--- config.mk ---
export PLATFORM = sky130hd
export DESIGN_NAME = noc_axi4_bridge_ser
export DESIGN_NICKNAME = d
export VERILOG_FILES = /design/src/rtl/noc_axi4_bridge_pkg.sv /design/src/rtl/noc_axi4_bridge_resp_hdr.sv /design/src/rtl/noc_axi4_bridge_ser.sv
export SDC_FILE = /design/constraint.sdc
export NUM_CORES = 1
export LEC_CHECK = 0
export BUFFER_PORTS_ARGS = -buffer_cell sky130_fd_sc_hd__buf_2
export CORE_AREA = 2 2 303 305
export DETAILED_ROUTE_END_ITERATION = 8
export DIE_AREA = 0 0 305 307
export HOLD_SLACK_MARGIN = 0.05
export PLACE_DENSITY = 0.56
export SYNTH_ARGS = -nofsm -noshare
export SYNTH_HDL_FRONTEND = slang
export SYNTH_SLANG_ARGS = --single-unit
--- constraint.sdc ---
create_clock -name clk -period 2.06 [get_ports clk]
set_input_delay 0.206 -clock clk [delete_from_list [all_inputs] [get_ports clk]]
set_output_delay 0.206 -clock clk [all_outputs]
set_load 0.05 [all_outputs]
--- src/rtl/noc_axi4_bridge_pkg.sv ---
// Shared definitions for the NoC-AXI4 bridge: message field positions,
// message type codes, size decoding, response mapping and payload byte swap.
package noc_axi4_bridge_pkg;

    // Channel and beat widths
    localparam int NOC_DATA_WIDTH      = 64;
    localparam int AXI4_DATA_WIDTH     = 512;
    localparam int MSG_HEADER_WIDTH    = 192;
    localparam int MSG_TYPE_WIDTH      = 8;
    localparam int MSG_LENGTH_WIDTH    = 8;
    localparam int MSG_DATA_SIZE_WIDTH = 3;
    localparam int FLIT_IDX_WIDTH      = 3;

    // Header flit 1 fields (bits 63:0 of the header)
    localparam int MSG_DST_CHIPID_HI = 63;
    localparam int MSG_DST_CHIPID_LO = 50;
    localparam int MSG_DST_X_HI      = 49;
    localparam int MSG_DST_X_LO      = 42;
    localparam int MSG_DST_Y_HI      = 41;
    localparam int MSG_DST_Y_LO      = 34;
    localparam int MSG_DST_FBITS_HI  = 33;
    localparam int MSG_DST_FBITS_LO  = 30;
    localparam int MSG_LENGTH_HI     = 29;
    localparam int MSG_LENGTH_LO     = 22;
    localparam int MSG_TYPE_HI       = 21;
    localparam int MSG_TYPE_LO       = 14;
    localparam int MSG_MSHRID_HI     = 13;
    localparam int MSG_MSHRID_LO     = 6;

    // Header flit 2 fields (bits 127:64 of the header)
    localparam int MSG_ADDR_HI       = 111;
    localparam int MSG_ADDR_LO       = 64;
    localparam int MSG_DATA_SIZE_HI  = 122;
    localparam int MSG_DATA_SIZE_LO  = 120;

    // Header flit 3 fields (bits 191:128 of the header)
    localparam int MSG_SRC_CHIPID_HI = 191;
    localparam int MSG_SRC_CHIPID_LO = 178;
    localparam int MSG_SRC_X_HI      = 177;
    localparam int MSG_SRC_X_LO      = 170;
    localparam int MSG_SRC_Y_HI      = 169;
    localparam int MSG_SRC_Y_LO      = 162;
    localparam int MSG_SRC_FBITS_HI  = 161;
    localparam int MSG_SRC_FBITS_LO  = 158;

    // Message types
    localparam logic [MSG_TYPE_WIDTH-1:0] MSG_TYPE_LOAD_MEM         = 8'd19;
    localparam logic [MSG_TYPE_WIDTH-1:0] MSG_TYPE_STORE_MEM        = 8'd20;
    localparam logic [MSG_TYPE_WIDTH-1:0] MSG_TYPE_NC_LOAD_REQ      = 8'd14;
    localparam logic [MSG_TYPE_WIDTH-1:0] MSG_TYPE_NC_STORE_REQ     = 8'd15;
    localparam logic [MSG_TYPE_WIDTH-1:0] MSG_TYPE_LOAD_MEM_ACK     = 8'd24;
    localparam logic [MSG_TYPE_WIDTH-1:0] MSG_TYPE_STORE_MEM_ACK    = 8'd25;
    localparam logic [MSG_TYPE_WIDTH-1:0] MSG_TYPE_NC_LOAD_MEM_ACK  = 8'd26;
    localparam logic [MSG_TYPE_WIDTH-1:0] MSG_TYPE_NC_STORE_MEM_ACK = 8'd27;

    // Access size encodings
    localparam logic [MSG_DATA_SIZE_WIDTH-1:0] MSG_DATA_SIZE_0B  = 3'd0;
    localparam logic [MSG_DATA_SIZE_WIDTH-1:0] MSG_DATA_SIZE_1B  = 3'd1;
    localparam logic [MSG_DATA_SIZE_WIDTH-1:0] MSG_DATA_SIZE_2B  = 3'd2;
    localparam logic [MSG_DATA_SIZE_WIDTH-1:0] MSG_DATA_SIZE_4B  = 3'd3;
    localparam logic [MSG_DATA_SIZE_WIDTH-1:0] MSG_DATA_SIZE_8B  = 3'd4;
    localparam logic [MSG_DATA_SIZE_WIDTH-1:0] MSG_DATA_SIZE_16B = 3'd5;
    localparam logic [MSG_DATA_SIZE_WIDTH-1:0] MSG_DATA_SIZE_32B = 3'd6;
    localparam logic [MSG_DATA_SIZE_WIDTH-1:0] MSG_DATA_SIZE_64B = 3'd7;

    // Full cache-line payload, in flits
    localparam logic [MSG_LENGTH_WIDTH-1:0] PAYLOAD_LEN = 8'd8;

    typedef enum logic [1:0] {
        SER_IDLE      = 2'd0,
        SER_SEND_HDR  = 2'd1,
        SER_SEND_DATA = 2'd2
    } ser_state_e;

    typedef struct packed {
        logic [6:0] size_bytes;
        logic [5:0] offset;
    } size_info_t;

    // Decode the access size in bytes and the size-aligned line offset.
    function automatic size_info_t noc_extractSize(input logic [MSG_HEADER_WIDTH-1:0] header);
        size_info_t info;
        logic [5:0] align_mask;
        case (header[MSG_DATA_SIZE_HI:MSG_DATA_SIZE_LO])
            MSG_DATA_SIZE_0B:  begin info.size_bytes = 7'd0;  align_mask = 6'h00; end
            MSG_DATA_SIZE_1B:  begin info.size_bytes = 7'd1;  align_mask = 6'h00; end
            MSG_DATA_SIZE_2B:  begin info.size_bytes = 7'd2;  align_mask = 6'h01; end
            MSG_DATA_SIZE_4B:  begin info.size_bytes = 7'd4;  align_mask = 6'h03; end
            MSG_DATA_SIZE_8B:  begin info.size_bytes = 7'd8;  align_mask = 6'h07; end
            MSG_DATA_SIZE_16B: begin info.size_bytes = 7'd16; align_mask = 6'h0F; end
            MSG_DATA_SIZE_32B: begin info.size_bytes = 7'd32; align_mask = 6'h1F; end
            MSG_DATA_SIZE_64B: begin info.size_bytes = 7'd64; align_mask = 6'h3F; end
            default:           begin info.size_bytes = 7'd0;  align_mask = 6'h00; end
        endcase
        info.offset = header[MSG_ADDR_LO+5 -: 6] & ~align_mask;
        return info;
    endfunction

    // True for the request types this bridge knows how to answer.
    function automatic logic noc_isKnownReq(input logic [MSG_TYPE_WIDTH-1:0] req_type);
        logic known;
        case (req_type)
            MSG_TYPE_LOAD_MEM,
            MSG_TYPE_NC_LOAD_REQ,
            MSG_TYPE_STORE_MEM,
            MSG_TYPE_NC_STORE_REQ: known = 1'b1;
            default:               known = 1'b0;
        endcase
        return known;
    endfunction

    // Request type -> response type; unknown requests are answered as a store ack.
    function automatic logic [MSG_TYPE_WIDTH-1:0] noc_respType(input logic [MSG_TYPE_WIDTH-1:0] req_type);
        logic [MSG_TYPE_WIDTH-1:0] resp;
        case (req_type)
            MSG_TYPE_LOAD_MEM:     resp = MSG_TYPE_LOAD_MEM_ACK;
            MSG_TYPE_NC_LOAD_REQ:  resp = MSG_TYPE_NC_LOAD_MEM_ACK;
            MSG_TYPE_STORE_MEM:    resp = MSG_TYPE_STORE_MEM_ACK;
            MSG_TYPE_NC_STORE_REQ: resp = MSG_TYPE_NC_STORE_MEM_ACK;
            default:               resp = MSG_TYPE_STORE_MEM_ACK;
        endcase
        return resp;
    endfunction

    // Response payload length in flits; shared with the request path.
    function automatic logic [MSG_LENGTH_WIDTH-1:0] noc_respLength(input logic [MSG_TYPE_WIDTH-1:0] req_type,
                                                                   input logic [6:0]                size_bytes);
        logic [MSG_LENGTH_WIDTH-1:0] len;
        case (req_type)
            MSG_TYPE_LOAD_MEM:    len = PAYLOAD_LEN;
            MSG_TYPE_NC_LOAD_REQ: len = (size_bytes <= 7'd8) ? 8'd1 : PAYLOAD_LEN;
            default:              len = 8'd0;
        endcase
        return len;
    endfunction

    // Reverse byte order inside each access-size group of a 64-bit flit.
    function automatic logic [NOC_DATA_WIDTH-1:0] swapData(input logic [NOC_DATA_WIDTH-1:0]      data,
                                                           input logic [MSG_DATA_SIZE_WIDTH-1:0] size);
        logic [NOC_DATA_WIDTH-1:0] swapped;
        swapped = data;
        case (size)
            MSG_DATA_SIZE_2B: begin
                for (int b = 0; b < 8; b++) swapped[8*b +: 8] = data[8*(b ^ 1) +: 8];
            end
            MSG_DATA_SIZE_4B: begin
                for (int b = 0; b < 8; b++) swapped[8*b +: 8] = data[8*(b ^ 3) +: 8];
            end
            MSG_DATA_SIZE_8B, MSG_DATA_SIZE_16B, MSG_DATA_SIZE_32B, MSG_DATA_SIZE_64B: begin
                for (int b = 0; b < 8; b++) swapped[8*b +: 8] = data[8*(b ^ 7) +: 8];
            end
            default: swapped = data;
        endcase
        return swapped;
    endfunction

endpackage

--- src/rtl/noc_axi4_bridge_resp_hdr.sv ---
// Combinational request-header to response-header conversion: routes the
// response back to the requester, maps the type and computes the length.
module noc_axi4_bridge_resp_hdr
    import noc_axi4_bridge_pkg::*;
(
    input  logic [MSG_HEADER_WIDTH-1:0]    i_req_hdr,
    output logic [NOC_DATA_WIDTH-1:0]      o_resp_hdr,
    output logic [MSG_LENGTH_WIDTH-1:0]    o_resp_len,
    output logic [MSG_DATA_SIZE_WIDTH-1:0] o_req_size,
    output logic [FLIT_IDX_WIDTH-1:0]      o_slot,
    output logic                           o_type_err
);

    size_info_t                  w_info;
    logic [MSG_TYPE_WIDTH-1:0]   w_req_type;
    logic [MSG_LENGTH_WIDTH-1:0] w_len;

    // Build the response header; every field not listed stays zero.
    always_comb begin
        w_info     = noc_extractSize(i_req_hdr);
        w_req_type = i_req_hdr[MSG_TYPE_HI:MSG_TYPE_LO];
        w_len      = noc_respLength(w_req_type, w_info.size_bytes);

        o_resp_hdr = {NOC_DATA_WIDTH{1'b0}};
        o_resp_hdr[MSG_DST_CHIPID_HI:MSG_DST_CHIPID_LO] = i_req_hdr[MSG_SRC_CHIPID_HI:MSG_SRC_CHIPID_LO];
        o_resp_hdr[MSG_DST_X_HI:MSG_DST_X_LO]           = i_req_hdr[MSG_SRC_X_HI:MSG_SRC_X_LO];
        o_resp_hdr[MSG_DST_Y_HI:MSG_DST_Y_LO]           = i_req_hdr[MSG_SRC_Y_HI:MSG_SRC_Y_LO];
        o_resp_hdr[MSG_DST_FBITS_HI:MSG_DST_FBITS_LO]   = i_req_hdr[MSG_SRC_FBITS_HI:MSG_SRC_FBITS_LO];
        o_resp_hdr[MSG_LENGTH_HI:MSG_LENGTH_LO]         = w_len;
        o_resp_hdr[MSG_TYPE_HI:MSG_TYPE_LO]             = noc_respType(w_req_type);
        o_resp_hdr[MSG_MSHRID_HI:MSG_MSHRID_LO]         = i_req_hdr[MSG_MSHRID_HI:MSG_MSHRID_LO];

        o_resp_len = w_len;
        o_req_size = i_req_hdr[MSG_DATA_SIZE_HI:MSG_DATA_SIZE_LO];
        // 64-bit slot inside the line that a single-flit NC load returns
        o_slot     = FLIT_IDX_WIDTH'(w_info.offset >> 3);
        o_type_err = ~noc_isKnownReq(w_req_type);
    end

endmodule

--- src/rtl/noc_axi4_bridge_ser.sv ---
// Response serializer: captures one completed transaction, then emits the
// response header flit followed by the payload flits, one per handshake.
module noc_axi4_bridge_ser
    import noc_axi4_bridge_pkg::*;
#(
    parameter logic SWAP_ENDIANESS    = 1'b0,
    parameter logic AXI2NOC_SER_ORDER = 1'b0
) (
    input  logic                        clk,
    input  logic                        rst_n,
    input  logic [MSG_HEADER_WIDTH-1:0] header_in,
    input  logic [AXI4_DATA_WIDTH-1:0]  data_in,
    input  logic                        in_val,
    output logic                        in_rdy,
    output logic [NOC_DATA_WIDTH-1:0]   flit_out,
    output logic                        flit_out_val,
    input  logic                        flit_out_rdy,
    output logic                        err_type
);

    // Response fields computed from the live request header
    logic [NOC_DATA_WIDTH-1:0]      w_resp_hdr;
    logic [MSG_LENGTH_WIDTH-1:0]    w_resp_len;
    logic [MSG_DATA_SIZE_WIDTH-1:0] w_req_size;
    logic [FLIT_IDX_WIDTH-1:0]      w_slot;
    logic                           w_type_err;

    // Captured transaction and serializer state
    ser_state_e                     r_state;
    logic [AXI4_DATA_WIDTH-1:0]     r_data;
    logic [MSG_LENGTH_WIDTH-1:0]    r_len;
    logic [MSG_DATA_SIZE_WIDTH-1:0] r_size;
    logic [FLIT_IDX_WIDTH-1:0]      r_slot;
    logic [FLIT_IDX_WIDTH-1:0]      r_idx;
    logic [NOC_DATA_WIDTH-1:0]      r_flit_out;
    logic                           r_flit_val;
    logic                           r_in_rdy;
    logic                           r_err;

    // Next payload flit to load into the output register
    logic [FLIT_IDX_WIDTH-1:0]      w_load_idx;
    logic [FLIT_IDX_WIDTH-1:0]      w_sel_slot;
    logic [FLIT_IDX_WIDTH-1:0]      w_chunk;
    logic [NOC_DATA_WIDTH-1:0]      w_raw;
    logic [NOC_DATA_WIDTH-1:0]      w_payload;
    logic                           w_last;

    noc_axi4_bridge_resp_hdr u_resp_hdr (
        .i_req_hdr  (header_in),
        .o_resp_hdr (w_resp_hdr),
        .o_resp_len (w_resp_len),
        .o_req_size (w_req_size),
        .o_slot     (w_slot),
        .o_type_err (w_type_err)
    );

    // Select and format the payload flit that follows the one on the output.
    always_comb begin
        if (r_state == SER_SEND_HDR) begin
            w_load_idx = 3'd0;
        end else begin
            w_load_idx = r_idx + 3'd1;
        end

        // A single-flit response carries the addressed slot, not slot 0
        if (r_len == 8'd1) begin
            w_sel_slot = r_slot;
        end else begin
            w_sel_slot = w_load_idx;
        end

        if (AXI2NOC_SER_ORDER != 1'b0) begin
            w_chunk = 3'd7 - w_sel_slot;
        end else begin
            w_chunk = w_sel_slot;
        end

        w_raw = r_data[{w_chunk, 6'd0} +: NOC_DATA_WIDTH];

        if (SWAP_ENDIANESS != 1'b0) begin
            w_payload = swapData(w_raw, r_size);
        end else begin
            w_payload = w_raw;
        end

        w_last = ({5'd0, r_idx} == (r_len - 8'd1));
    end

    // Serializer FSM with registered flit, valid, ready and error outputs.
    always_ff @(posedge clk) begin
        if (!rst_n) begin
            r_state    <= SER_IDLE;
            r_data     <= {AXI4_DATA_WIDTH{1'b0}};
            r_len      <= 8'd0;
            r_size     <= 3'd0;
            r_slot     <= 3'd0;
            r_idx      <= 3'd0;
            r_flit_out <= {NOC_DATA_WIDTH{1'b0}};
            r_flit_val <= 1'b0;
            r_in_rdy   <= 1'b1;
            r_err      <= 1'b0;
        end else begin
            case (r_state)
                SER_IDLE: begin
                    r_err <= 1'b0;
                    if (in_val) begin
                        r_data     <= data_in;
                        r_len      <= w_resp_len;
                        r_size     <= w_req_size;
                        r_slot     <= w_slot;
                        r_idx      <= 3'd0;
                        r_flit_out <= w_resp_hdr;
                        r_flit_val <= 1'b1;
                        r_in_rdy   <= 1'b0;
                        r_err      <= w_type_err;
                        r_state    <= SER_SEND_HDR;
                    end else begin
                        r_state    <= SER_IDLE;
                    end
                end
                SER_SEND_HDR: begin
                    r_err <= 1'b0;
                    if (flit_out_rdy) begin
                        if (r_len != 8'd0) begin
                            r_flit_out <= w_payload;
                            r_idx      <= 3'd0;
                            r_state    <= SER_SEND_DATA;
                        end else begin
                            r_flit_out <= {NOC_DATA_WIDTH{1'b0}};
                            r_flit_val <= 1'b0;
                            r_in_rdy   <= 1'b1;
                            r_state    <= SER_IDLE;
                        end
                    end else begin
                        r_state <= SER_SEND_HDR;
                    end
                end
                SER_SEND_DATA: begin
                    r_err <= 1'b0;
                    if (flit_out_rdy) begin
                        if (w_last) begin
                            r_flit_out <= {NOC_DATA_WIDTH{1'b0}};
                            r_flit_val <= 1'b0;
                            r_in_rdy   <= 1'b1;
                            r_idx      <= 3'd0;
                            r_state    <= SER_IDLE;
                        end else begin
                            r_flit_out <= w_payload;
                            r_idx      <= w_load_idx;
                            r_state    <= SER_SEND_DATA;
                        end
                    end else begin
                        r_state <= SER_SEND_DATA;
                    end
                end
                default: begin
                    r_flit_out <= {NOC_DATA_WIDTH{1'b0}};
                    r_flit_val <= 1'b0;
                    r_in_rdy   <= 1'b1;
                    r_err      <= 1'b0;
                    r_idx      <= 3'd0;
                    r_state    <= SER_IDLE;
                end
            endcase
        end
    end

    assign in_rdy       = r_in_rdy;
    assign flit_out     = r_flit_out;
    assign flit_out_val = r_flit_val;
    assign err_type     = r_err;

endmodule

==> results.py <==
metrics = {
    "outcome": {
        "status": "finished, violations left",
        "violations_in_the_final_reports": "setup timing",
    },
    "drt": {
        "detail_route.wirelength_microns": 111500,
        "routed_wire_length_per_instance_microns": 19.62,
        "drt-initial-drc-count": 2153,
        "remaining_drc_errors": 0,
        "dr_total_vias": 27900,
        "ant_nets": 0,
        "avgViaCountPerCell": 4.907,
        "drt_pass_1_iters": 5,
    },
    "power_and_ir_drop": {
        "vdd_drop_max_v": 0.0005623,
        "post-layout-total-power_w": 0.03010,
        "leakage_nw": 16.27,
        "cellPowerDensity_nw_per_um2": 762.0,
    },
    "floorplanning": {
        "floorplan.core_area_sq_um": 90690,
        "die_width_microns": 305,
        "floorplan.initialDensity_pct": 26.81,
        "rows": 111,
        "die_h_microns": 307,
        "die_area_sq_um": 93640,
        "ios": 775,
    },
    "worst_setup_path": {
        "r2r_end": "flit_out[22]",
        "crit_required_ns": 2.50,
        "setup.reg_to_reg.worst_slack_ns": -0.07,
        "worst_r2r_path_depth": 10,
        "crit_chain": "ha_4 -> xnor2_4 -> o31a_4 -> buf_12 -> nor2_4 -> buf_12 -> clkbuf_16 -> a32oi_1 -> nand4_1 -> o21ai_0",
        "path_common_cell": "buf_12",
        "crit_type": "reg2reg",
        "setup.worst_path.end_class": "flop",
        "cp_slowest_cell": "o31a_4",
        "critical-path-max-stage-delay_ns": 0.41,
        "worst_ep_arrival_ns": 2.57,
        "worst-path-max-fanout": 8,
        "critPathLaunchType": "flop",
        "timing.rr.start": "r_idx[0]",
    },
    "cells_and_area": {
        "layout_common_cells": "nand2_1 (1341), buf_2 (638), dfxtp_1 (584)",
        "syn_to_final_growth_pct": 62.48,
        "drive_gt1_share_pct": 24.49,
        "most_common_library_cell_in_the_layout_ignoring_fill_and_taps": "nand2_1",
        "design_area_sq_um": 39500,
        "nets": 5152,
    },
    "sta": {
        "unrepaired_setup_endpoints_after_global_routing": "true",
        "post-route-period-util_pct": 103.5,
        "setup_viol_count_final": 49,
        "finClkSkew_ns": 0.02659,
        "timing.final.max_slew_violations": 0,
        "tightest_slew_ns": 0.7897,
        "worst_slew_margin_rel_pct": 47.36,
        "final_ws_setup_ns": -0.07157,
        "period_needed_ns": 2.132,
        "fmaxAchievable_mhz": 469.1,
        "report.final.hold_viol_count": 0,
    },
    "yosys": {
        "syn-cell-area_sq_um": 24310,
        "synth_nets": 3918,
        "synth.area.top_cells": "dfxtp_1 (48%), nand2_1 (21%), a21oi_1 (11%)",
        "syn-mean-instance-area_sq_um": 7.581,
        "number_of_synthesis_warnings": 0,
        "share_of_yosys_cell_area_claimed_by_the_top_area_cell_type_pct": 48.50,
        "syn_inst": 3207,
        "synth_cell_types": 49,
        "synth_seq_cells": 589,
        "synth_top_area_cell": "dfxtp_1",
        "seq_area_frac_synth_pct": 48.50,
    },
    "global_routing": {
        "antenna_found_initial": 7,
        "grt_use_total_pct": 22.10,
        "grt_start_max_net_pins": 153,
        "wire_length_of_the_first_global_routing_pass_microns": 160500,
        "grt_remaining_overflow": 0,
        "first_global_vias": 27450,
    },
    "placement": {
        "dpl_cell_area_sq_um": 29840,
        "post_place_setup_slack_ns": -0.4074,
        "gpl.final_weighted_congestion": 0.8453,
        "dp_hpwl_microns": 70610,
        "portBuffers": 638,
    },
    "clock_network": {
        "clock_tree.htree_level_count": 3,
        "cts_tree": "yes",
        "clk_tree_root_cell": "clkbuf_16",
        "clk_latency_ns": 0.62,
        "tritoncts.num_buffers": 72,
        "max-clock-path-buffers": 3,
        "numClockSinks": 589,
        "clk_pin_slew_worst_paths_ns": 0.06,
    },
    "job": {
        "drv_cap": 0,
    },
    "worst_hold_path": {
        "min-delay-path-class": "in2reg",
        "worstHoldStart": "in_val",
        "min_to": "r_slot[1]",
        "min_path_cells": 4,
    },
}
## state kept, by name, indices dropped and copies added, names as in the netlist
| signal | flops |
|---|---|
| r_data | 512 |
| flit_out | 64 |
| r_idx | 3 |
| r_slot | 3 |
| r_len | 2 |
| r_state | 2 |
| err_type | 1 |
| flit_out_val | 1 |
| in_rdy | 1 |
## layout make-up
cell class	instances	area, sq um
repair buffers	1422	11760
clock buffers	99	2033
clock inverters	30	347.8
inverters	5	26.28
multi-input cells	2351	12040
fillers	8711	51190
well taps	1186	1484
flip-flops and latches	589	11800
diodes	4	10.01
## synthesized netlist by cell type, drive strengths merged
| library cell | n |
|---|---|
| a22oi | 50 |
| buf | 51 |
| o31ai | 2 |
| o211ai | 34 |
| mux4 | 36 |
| xnor2 | 1 |
| a21boi | 1 |
| nor4bb | 1 |
| inv | 4 |
| o22ai | 1 |
| o211a | 1 |
| a2111oi | 1 |
| dfxtp | 589 |
| nor4 | 3 |
| nand2b | 2 |
| a31oi | 17 |
| a2bb2oi | 1 |
| clkinv | 1 |
| ha | 3 |
| nor2b | 2 |
| nand3 | 122 |
| nand2 | 1349 |
| a32o | 16 |
| a21oi | 528 |
| and4b | 1 |
| nor2 | 38 |
| nor3b | 1 |
| nor4b | 2 |
| o21ai | 33 |
| a32oi | 24 |
| nand4 | 13 |
| nand3b | 1 |
| clkbuf | 211 |
| o21a | 2 |
| and3 | 17 |
| o31a | 3 |
| a211oi | 1 |
| and2 | 1 |
| nor3 | 5 |
| o2111ai | 1 |
| a221oi | 1 |
| mux2i | 36 |
## worst max-delay path, delay by kind of cell, from the launching register on
kind	cells	cell delay (ns)
simple gates	2	0.19
flops	1	0.37
buf+inv	3	0.48
xor+xnor	1	0.13
compound gates	3	0.61
fa+ha+maj	1	0.18
## how the worst max path moves through the flow
stage,start,endpoint,cells after the start
after floorplan,r_state[0],flit_out[30],8
after CTS,r_len[3],flit_out[30],9
after global routing,r_len[3],flit_out[30],9
after detailed placement,r_idx[0],flit_out[7],11
final,r_idx[0],flit_out[22],10
after global placement,r_idx[0],flit_out[7],11
## kinds of logic (layout without fill, tap and decap cells)
logic type / count (synthesis) / in the layout / synth area share (%)
xor+xnor: 1 / 1 / 0.03603
fa+ha+maj: 3 / 3 / 0.1544
simple gates: 1558 / 1558 / 25.31
flops: 589 / 589 / 48.50
mux: 72 / 72 / 4.817
compound gates: 717 / 717 / 16.73
other cells: 0 / 4 / 0
buf+inv: 267 / 1556 / 4.462
## report_power, final
group | internal, W | total (W) | switching [W]
Clock | 0.00769 | 0.0129 | 0.00519
Combinational | 0.00224 | 0.00476 | 0.00252
Sequential | 0.0121 | 0.0125 | 0.000387
## timing repair
action,4_1_cts,5_1_grt
setup buffers,31,26
hold endpoints to repair,560,0
resized for setup,75,85
pin swaps,44,37
cloned,6,11
setup endpoints to repair,64,65
hold buffers,564,0
## per-stage QoR
stage	TNS, ns	utilization, %	cells	hold slack (ns)
3_5_place_dp	-10.41	32.90	4921	0.4439
5_1_grt	-5.744	43.55	5683	0.1128
2_1_floorplan	-0.9059	-	3207	0.2822
3_3_place_gp	-9.412	32.90	4921	0.4401
6_report	-1.619	43.56	5686	0.1131
4_1_cts	-3.955	42.66	5647	0.07913
## routing by layer
metal	wire, microns	part of all wire (%)	GRT usage, %	vias to the layer above
li1	-	-	-	13240
met1	46950	42	27.32	13180
met2	52590	47	37.01	1128
met3	6060	5.4	3.218	349
met4	5920	5.3	12.18	4
met5	24	0.022	0	-
No activity file was read; power rests on OpenSTA's default activity.
